`config.mk`:
```
export PLATFORM = sky130hd
export DESIGN_NAME = l1_buyruk_onbellegi_flat
export DESIGN_NICKNAME = d
export VERILOG_FILES = /design/src/rtl/l1_buyruk_onbellegi_pkg.sv /design/src/rtl/l1_buyruk_onbellegi_if.sv /design/src/rtl/l1_buyruk_onbellegi_veri_dizisi.sv /design/src/rtl/l1_buyruk_onbellegi.sv /design/src/flat_wrapper.sv
export SDC_FILE = /design/constraint.sdc
export NUM_CORES = 2
export LEC_CHECK = 0
export CELL_PAD_IN_SITES_DETAIL_PLACEMENT = 1
export CELL_PAD_IN_SITES_GLOBAL_PLACEMENT = 2
export CORE_UTILIZATION = 45
export CTS_CLUSTER_SIZE = 10
export DETAILED_ROUTE_END_ITERATION = 16
export PLACE_DENSITY = 0.77
export SLEW_MARGIN = 10
export SYNTH_ARGS = -nofsm -noshare
export SYNTH_HDL_FRONTEND = slang
export SYNTH_SLANG_ARGS = --single-unit
```
`constraint.sdc`:
```
create_clock -name clk_i -period 3.9 [get_ports clk_i]
set_input_delay 0.78 -clock clk_i [delete_from_list [all_inputs] [get_ports clk_i]]
set_output_delay 0.78 -clock clk_i [all_outputs]
set_load 0.01 [all_outputs]
```
`src/rtl/l1_buyruk_onbellegi_pkg.sv`:
```
// Shared constants and types for the L1 instruction cache.
package l1_buyruk_onbellegi_pkg;

  localparam int unsigned L1B_SATIR_SAYISI = 16;
  localparam int unsigned L1B_SATIR_KELIME = 4;
  localparam int unsigned L1B_KELIME_W     = 32;

  typedef enum logic {
    BOSTA,
    DOLDUR
  } durum_e;

  function automatic int unsigned etiket_genisligi(int unsigned satir, int unsigned kelime);
    return L1B_KELIME_W - 2 - $clog2(satir) - $clog2(kelime);
  endfunction

endpackage

```
`src/rtl/l1_buyruk_onbellegi_if.sv`:
```
// Core fetch port and main-memory read port of the L1 instruction cache.
interface l1_buyruk_onbellegi_if;
  import l1_buyruk_onbellegi_pkg::*;

  logic                    cek_chip_select_n_i;
  logic [L1B_KELIME_W-1:0] cek_adres_i;
  logic                    cek_gecersizle_i;
  logic                    cek_bekle_o;
  logic [L1B_KELIME_W-1:0] cek_deger_o;
  logic                    anb_istek_o;
  logic [L1B_KELIME_W-1:0] anb_adres_o;
  logic                    anb_gecerli_i;
  logic [L1B_KELIME_W-1:0] anb_deger_i;

  modport slave (
    input  cek_chip_select_n_i, cek_adres_i, cek_gecersizle_i, anb_gecerli_i, anb_deger_i,
    output cek_bekle_o, cek_deger_o, anb_istek_o, anb_adres_o
  );

  modport master (
    output cek_chip_select_n_i, cek_adres_i, cek_gecersizle_i, anb_gecerli_i, anb_deger_i,
    input  cek_bekle_o, cek_deger_o, anb_istek_o, anb_adres_o
  );

endinterface

```
`src/rtl/l1_buyruk_onbellegi_veri_dizisi.sv`:
```
// Flop-based cache data array: one synchronous write port, one combinational read port.
module l1b_veri_dizisi
  import l1_buyruk_onbellegi_pkg::*;
#(
  parameter  int unsigned SATIR_SAYISI = L1B_SATIR_SAYISI,
  parameter  int unsigned SATIR_KELIME = L1B_SATIR_KELIME,
  localparam int unsigned IDX_W        = $clog2(SATIR_SAYISI),
  localparam int unsigned OFS_W        = $clog2(SATIR_KELIME)
) (
  input  logic                    clk_i,
  input  logic                    yaz_i,
  input  logic [IDX_W-1:0]        yaz_idx_i,
  input  logic [OFS_W-1:0]        yaz_ofs_i,
  input  logic [L1B_KELIME_W-1:0] yaz_deger_i,
  input  logic [IDX_W-1:0]        oku_idx_i,
  input  logic [OFS_W-1:0]        oku_ofs_i,
  output logic [L1B_KELIME_W-1:0] oku_deger_o
);

  logic [L1B_KELIME_W-1:0] veri_q [SATIR_SAYISI*SATIR_KELIME];

  always_ff @(posedge clk_i) begin
    if (yaz_i) veri_q[{yaz_idx_i, yaz_ofs_i}] <= yaz_deger_i;
  end

  assign oku_deger_o = veri_q[{oku_idx_i, oku_ofs_i}];

endmodule

```
`src/rtl/l1_buyruk_onbellegi.sv`:
```
// Direct-mapped read-only L1 instruction cache: zero-latency hits, word-by-word
// line refill from main memory on a miss.
module l1_buyruk_onbellegi
  import l1_buyruk_onbellegi_pkg::*;
#(
  parameter int unsigned SATIR_SAYISI = L1B_SATIR_SAYISI,
  parameter int unsigned SATIR_KELIME = L1B_SATIR_KELIME
) (
  input logic                  clk_i,
  input logic                  rst_i,
  l1_buyruk_onbellegi_if.slave bus
);

  localparam int unsigned IDX_W = $clog2(SATIR_SAYISI);
  localparam int unsigned OFS_W = $clog2(SATIR_KELIME);
  localparam int unsigned TAG_W = etiket_genisligi(SATIR_SAYISI, SATIR_KELIME);

  durum_e                  durum_q, durum_d;
  logic [OFS_W-1:0]        sayac_q, sayac_d;
  logic                    istek_q, istek_d;
  logic                    bekliyor_q, bekliyor_d;
  logic                    gec_bekle_q, gec_bekle_d;
  logic [L1B_KELIME_W-1:0] adres_q, adres_d;
  logic [L1B_KELIME_W-1:0] taban_q, taban_d;
  logic [SATIR_SAYISI-1:0] valid_q, valid_d;
  logic [TAG_W-1:0]        tag_q [SATIR_SAYISI];

  logic [OFS_W-1:0]        ofs;
  logic [IDX_W-1:0]        idx, taban_idx;
  logic [TAG_W-1:0]        etiket, taban_etiket;
  logic                    isabet, tag_yaz, veri_yaz, bekle;
  logic [L1B_KELIME_W-1:0] oku_deger, deger;

  assign ofs          = bus.cek_adres_i[2 +: OFS_W];
  assign idx          = bus.cek_adres_i[2+OFS_W +: IDX_W];
  assign etiket       = bus.cek_adres_i[L1B_KELIME_W-1 -: TAG_W];
  assign taban_idx    = taban_q[2+OFS_W +: IDX_W];
  assign taban_etiket = taban_q[L1B_KELIME_W-1 -: TAG_W];

  assign isabet = (durum_q == BOSTA) && !bus.cek_chip_select_n_i &&
                  valid_q[idx] && (tag_q[idx] == etiket);

  l1b_veri_dizisi #(
    .SATIR_SAYISI(SATIR_SAYISI),
    .SATIR_KELIME(SATIR_KELIME)
  ) u_veri (
    .clk_i       (clk_i),
    .yaz_i       (veri_yaz),
    .yaz_idx_i   (taban_idx),
    .yaz_ofs_i   (sayac_q),
    .yaz_deger_i (bus.anb_deger_i),
    .oku_idx_i   (idx),
    .oku_ofs_i   (ofs),
    .oku_deger_o (oku_deger)
  );

  always_comb begin
    durum_d     = durum_q;
    sayac_d     = sayac_q;
    istek_d     = 1'b0;
    bekliyor_d  = bekliyor_q;
    gec_bekle_d = gec_bekle_q;
    adres_d     = adres_q;
    taban_d     = taban_q;
    valid_d     = valid_q;
    tag_yaz     = 1'b0;
    veri_yaz    = 1'b0;
    bekle       = 1'b0;
    deger       = '0;
    unique case (durum_q)
      BOSTA: begin
        if (!bus.cek_chip_select_n_i) begin
          if (isabet) begin
            deger = oku_deger;
          end else begin
            bekle        = 1'b1;
            taban_d      = {etiket, idx, {(OFS_W+2){1'b0}}};
            valid_d[idx] = 1'b0;
            sayac_d      = '0;
            istek_d      = 1'b1;
            adres_d      = {etiket, idx, {(OFS_W+2){1'b0}}};
            durum_d      = DOLDUR;
          end
        end
        // Lookup above used the pre-clear valid bits; the clear lands at the edge.
        if (bus.cek_gecersizle_i) valid_d = '0;
      end
      DOLDUR: begin
        bekle = 1'b1;
        if (bus.cek_gecersizle_i) gec_bekle_d = 1'b1;
        if (istek_q) bekliyor_d = 1'b1;
        if (bekliyor_q && bus.anb_gecerli_i) begin
          veri_yaz   = 1'b1;
          bekliyor_d = 1'b0;
          if (&sayac_q) begin
            tag_yaz     = 1'b1;
            gec_bekle_d = 1'b0;
            durum_d     = BOSTA;
            if (gec_bekle_q || bus.cek_gecersizle_i) valid_d = '0;
            else valid_d[taban_idx] = 1'b1;
          end else begin
            sayac_d = sayac_q + OFS_W'(1);
            istek_d = 1'b1;
            adres_d = {taban_q[L1B_KELIME_W-1:2+OFS_W], sayac_q + OFS_W'(1), 2'b00};
          end
        end
      end
      default: durum_d = BOSTA;
    endcase
  end

  always_ff @(posedge clk_i) begin
    if (rst_i) begin
      durum_q     <= BOSTA;
      sayac_q     <= '0;
      istek_q     <= 1'b0;
      bekliyor_q  <= 1'b0;
      gec_bekle_q <= 1'b0;
      adres_q     <= '0;
      taban_q     <= '0;
      valid_q     <= '0;
    end else begin
      durum_q     <= durum_d;
      sayac_q     <= sayac_d;
      istek_q     <= istek_d;
      bekliyor_q  <= bekliyor_d;
      gec_bekle_q <= gec_bekle_d;
      adres_q     <= adres_d;
      taban_q     <= taban_d;
      valid_q     <= valid_d;
    end
  end

  always_ff @(posedge clk_i) begin
    if (tag_yaz) tag_q[taban_idx] <= taban_etiket;
  end

  assign bus.cek_bekle_o = bekle;
  assign bus.cek_deger_o = deger;
  assign bus.anb_istek_o = istek_q;
  assign bus.anb_adres_o = adres_q;

endmodule

```
`src/flat_wrapper.sv`:
```
// flat-port wrapper written by rule: the top's interface ports become plain ports
module l1_buyruk_onbellegi_flat import l1_buyruk_onbellegi_pkg::*;
#(
  parameter int unsigned SATIR_SAYISI = L1B_SATIR_SAYISI,
  parameter int unsigned SATIR_KELIME = L1B_SATIR_KELIME
)
  (clk_i, rst_i, bus_cek_chip_select_n_i, bus_cek_adres_i, bus_cek_gecersizle_i, bus_anb_gecerli_i, bus_anb_deger_i, bus_cek_bekle_o, bus_cek_deger_o, bus_anb_istek_o, bus_anb_adres_o);
  l1_buyruk_onbellegi_if bus_i ();
  input logic clk_i;
  input logic rst_i;
  input wire logic [$bits(bus_i.cek_chip_select_n_i)-1:0] bus_cek_chip_select_n_i;
  input wire logic [$bits(bus_i.cek_adres_i)-1:0] bus_cek_adres_i;
  input wire logic [$bits(bus_i.cek_gecersizle_i)-1:0] bus_cek_gecersizle_i;
  input wire logic [$bits(bus_i.anb_gecerli_i)-1:0] bus_anb_gecerli_i;
  input wire logic [$bits(bus_i.anb_deger_i)-1:0] bus_anb_deger_i;
  output wire logic [$bits(bus_i.cek_bekle_o)-1:0] bus_cek_bekle_o;
  output wire logic [$bits(bus_i.cek_deger_o)-1:0] bus_cek_deger_o;
  output wire logic [$bits(bus_i.anb_istek_o)-1:0] bus_anb_istek_o;
  output wire logic [$bits(bus_i.anb_adres_o)-1:0] bus_anb_adres_o;
  assign bus_i.cek_chip_select_n_i = bus_cek_chip_select_n_i;
  assign bus_i.cek_adres_i = bus_cek_adres_i;
  assign bus_i.cek_gecersizle_i = bus_cek_gecersizle_i;
  assign bus_i.anb_gecerli_i = bus_anb_gecerli_i;
  assign bus_i.anb_deger_i = bus_anb_deger_i;
  assign bus_cek_bekle_o = bus_i.cek_bekle_o;
  assign bus_cek_deger_o = bus_i.cek_deger_o;
  assign bus_anb_istek_o = bus_i.anb_istek_o;
  assign bus_anb_adres_o = bus_i.anb_adres_o;
  l1_buyruk_onbellegi #(.SATIR_SAYISI(SATIR_SAYISI), .SATIR_KELIME(SATIR_KELIME)) u_core (.clk_i(clk_i), .rst_i(rst_i), .bus(bus_i));
endmodule
```
==> metrics.cfg <==
[synth]
synth-seq-cells = 2510
synth-simple-area-share_pct = 2.43
synth-compound-area-share_pct = 3.13
synthArstFlopShare_pct = 0
seq_area_frac_synth_pct = 77.1
synth_xor_xnor_area_share_pct = 0.308
ys_warn_count = 0
syn_avg_cell_area_um2 = 21.5
synth_top_family_by_area = multiplexers
synth_fa_ha_area_share_pct = 0.0129
netlist_instances = 4492
ys_types = 74
synthMuxAreaShare_pct = 15.7
netlist_area_um2 = 96700
synth_flop_cell = edfxtp_1
synth_edf_count = 2432

[drt]
drt.antenna.violating_nets = 0
route.detailed.drc = 0
first_iter_violations = 8040
viasPerCell = 6.55
vias = 54100
wirelength_um = 319000
dr.pass1.iters = 6
wl_per_cell_um = 38.7

[run_status]
violations = negative setup slack
status = finished with violations

[sta]
tns_ps = -25310
slew_headroom_pct = 14.0
worst_pin_slew_ps = 1290
finalSetupViolations = 33
fmax_ghz = 0.210
slew_violations = 0
min_period_ps = 4760
skew_ps = 44.9
fin_crit_sh_pct = 122
rsz0062_at_grt = true
final-hold-violation-count = 0
setup_slack_ps = -863

[die]
core-area_um2 = 213000
die_w_um = 466
start_util_pct = 45.5
ioPinCount = 135
core.rowCount = 169
die_area_um2 = 217000
die_h_um = 466

[clock_tree]
h-tree-depth = 5
cts_tree = built
clock_path_buffers = 4
clk_latency_ps = 910
clkSinkCount = 2510
path_clk_slew_ps = 60
cts_root_buf = clkbuf_16
postCtsHoldBufs = 0
numCtsBuffers = 305

[place]
port_buffers = 130
hpwl_um = 191000
placed_area_um2 = 108000
gp_congestion = 0.841

[pwr]
p_leak_uw = 0.0374
p_comb_share_pct = 5.4
clock_power_share_pct = 42.9
max-vdd-ir-drop_mv = 0.505
swShare_pct = 21.1
switchingPower_uw = 12200
p_per_area_nw_per_um2 = 494
internal_power_uw = 45400
seq_power_share_pct = 51.7
finalPower_uw = 57500

[setup_path]
arrival_ps = 3980
end_kind = output port
criticalPathCategory = reg2out
crit_required_ps = 3120
cp_max_fo = 17
startpoint_type = register

[global_route]
grt_usage_pct = 29.3
grt_max_degree = 65
grt_pass1_vias = 54700
overflow = 0
antenna_found_initial = 23
grt_pass1_wl_um = 438000

[min_path]
min_path_type = in2reg

[layout]
fin_nets = 5410
drive_gt1_share_pct = 34.8
area_growth_pct = 20.5
design_area_um2 = 117000

[run]
cap_viol_max_count = 0

[kinds of logic (layout without fill, tap and decap cells)]
kind of cell	Yosys count	count (layout)
AO/OA/AOI/OAI	425	425
XOR/XNOR	34	34
adder cells (fa/ha/maj)	1	1
buffers and inverters	275	1204
flip-flops	2510	2510
multiplexers	753	753
other	1	14
AND/OR/NAND/NOR	493	493
[worst max-delay path, stage by stage, from the launching register on]
cell and delay [ps]:
edfxtp_1 380, mux4_2 480, mux2i_2 220, xor2_2 250, nand4_1 190, a2111oi_4 400
buf_4 180, nand4_4 130, buf_12 180, buf_12 150, a311oi_4 250, buf_2 180
[synthesized netlist by cell type (all sizes together) (3+ instances only)]
library cell / n / area share [%]
edfxtp: 2432 / 76
mux4: 608 / 14
o22ai: 163 / 1.1
nand2: 162 / 0.63
nor2: 155 / 0.61
clkbuf: 135 / 0.52
mux2i: 130 / 1.3
buf: 129 / 0.73
dfxtp: 78 / 1.6
o21ai: 49 / 0.25
a211oi: 46 / 0.41
nor3: 37 / 0.20
nand2b: 32 / 0.21
a21oi: 31 / 0.16
nand4b: 29 / 0.26
a22oi: 27 / 0.21
a311oi: 24 / 0.23
xnor2: 20 / 0.18
a31o: 19 / 0.17
nand3: 19 / 0.098
o221a: 17 / 0.20
mux2: 15 / 0.17
nor4: 15 / 0.10
xor2: 14 / 0.13
inv: 10 / 0.039
and2: 9 / 0.061
nor2b: 9 / 0.058
a2111oi: 8 / 0.093
a221oi: 8 / 0.072
o211ai: 7 / 0.054
a31oi: 6 / 0.039
or3: 5 / 0.032
or4: 5 / 0.039
a22o: 4 / 0.036
nand4: 4 / 0.032
and3: 3 / 0.019
nand3b: 3 / 0.023
[layer usage]
layer | up-vias | GRT usage, % | wire length, um
met5 | - | 0 | 37
met4 | 6 | 12.6 | 15300
met3 | 721 | 5.95 | 33900
met2 | 3705 | 46.2 | 150000
met1 | 29100 | 40.0 | 120000
li1 | 20600 | - | -
[sequential cells by signal, summed over array words and instances, names as in the netlist]
signal                  flops
u_core.bekliyor_q           1
u_core.bus.anb_adres_o     29
u_core.bus.anb_istek_o      1
u_core.durum_q              1
u_core.gec_bekle_q          1
u_core.sayac_q              1
u_core.taban_q             28
u_core.tag_q              384
u_core.u_veri.veri_q     2048
u_core.valid_q             16
[power by group through the flow]
| stage | Sequential, uW | Clock [uW] | Combinational [uW] |
|---|---|---|---|
| after CTS | 29800 | 24900 | 3110 |
| final | 29800 | 24700 | 3110 |
| after detailed placement | 30300 | 0 | 3070 |
| after global routing | 29800 | 25800 | 3250 |
| after floorplan | 30200 | 0 | 1460 |
| after global placement | 30300 | 0 | 3000 |
[timing repair]
action	CTS	global route
pin swaps	11	9
endpoints found under the hold margin	0	0
setup buffers	4	3
setup endpoints to repair	33	33
resized for setup	165	13
[metrics by stage]
stage          instances  utilization [%]  hold slack (ps)  worst slack [ps]
5_1_grt             8252             54.8              417              -965
3_3_place_gp        7847             50.8              495             -1390
4_1_cts             8240             54.7              374              -906
3_5_place_dp        7847             50.8              514             -1400
6_report            8255             54.8              404              -863
2_1_floorplan       4493                -              475              -165
[cell type report]
cell class                      instances  area [um2]
Clock buffer                          374        8050
Timing Repair Buffer                  804        8240
Clock inverter                         15         159
Inverter                               11        45.0
Fill cell                           18400       96200
Tap cell                             2821        3530
Sequential cell                      2510       74600
Multi-Input combinational cell       1708       21900
Antenna cell                           12        30.0
[final timing paths]
path / from / cells past startpoint / end / slack (ps)
setup / recovery: u_core.tag_q[14][4]$_DFFE_PP_ / 11 / bus_cek_deger_o[14] / -860
hold / removal: bus_cek_adres_i[5] / 4 / u_core.taban_q[5]$_SDFFE_PP0P_ / 400
setup reg to reg: u_core.tag_q[14][4]$_DFFE_PP_ / 14 / u_core.taban_q[17]$_SDFFE_PP0P_ / 320
hold reg to reg: u_core.valid_q[11]$_SDFFE_PP0P_ / 2 / u_core.valid_q[11]$_SDFFE_PP0P_ / 530
[placed cells by master (no fill, tap or decap), types with 11 or more instances in the layout]
cell	netlist	layout
edfxtp_1	2432	2432
a21oi_1	31	31
clkdlybuf4s50_1	0	58
a211oi_4	0	11
dfxtp_1	78	77
nand2_1	161	155
buf_12	0	168
clkbuf_1	135	60
nor2_4	0	84
o21ai_0	20	20
mux2i_1	130	129
a22oi_1	27	27
buf_4	8	506
clkbuf_16	0	311
nor2_1	153	58
nor4_1	14	14
o21ai_1	29	29
nand2b_1	32	32
nand4b_1	29	29
buf_6	10	17
a311oi_1	22	21
nor2_2	2	13
o22ai_1	163	163
nand3_1	19	19
a211oi_1	35	22
xor2_1	14	13
a211oi_2	11	13
a31o_2	19	19
mux2_2	15	15
buf_2	95	52
o221a_2	17	17
mux4_2	608	608
xnor2_1	20	20
diode_2	0	12
nor3_1	35	30
Note: power is estimated with default switching activity, not from simulation.
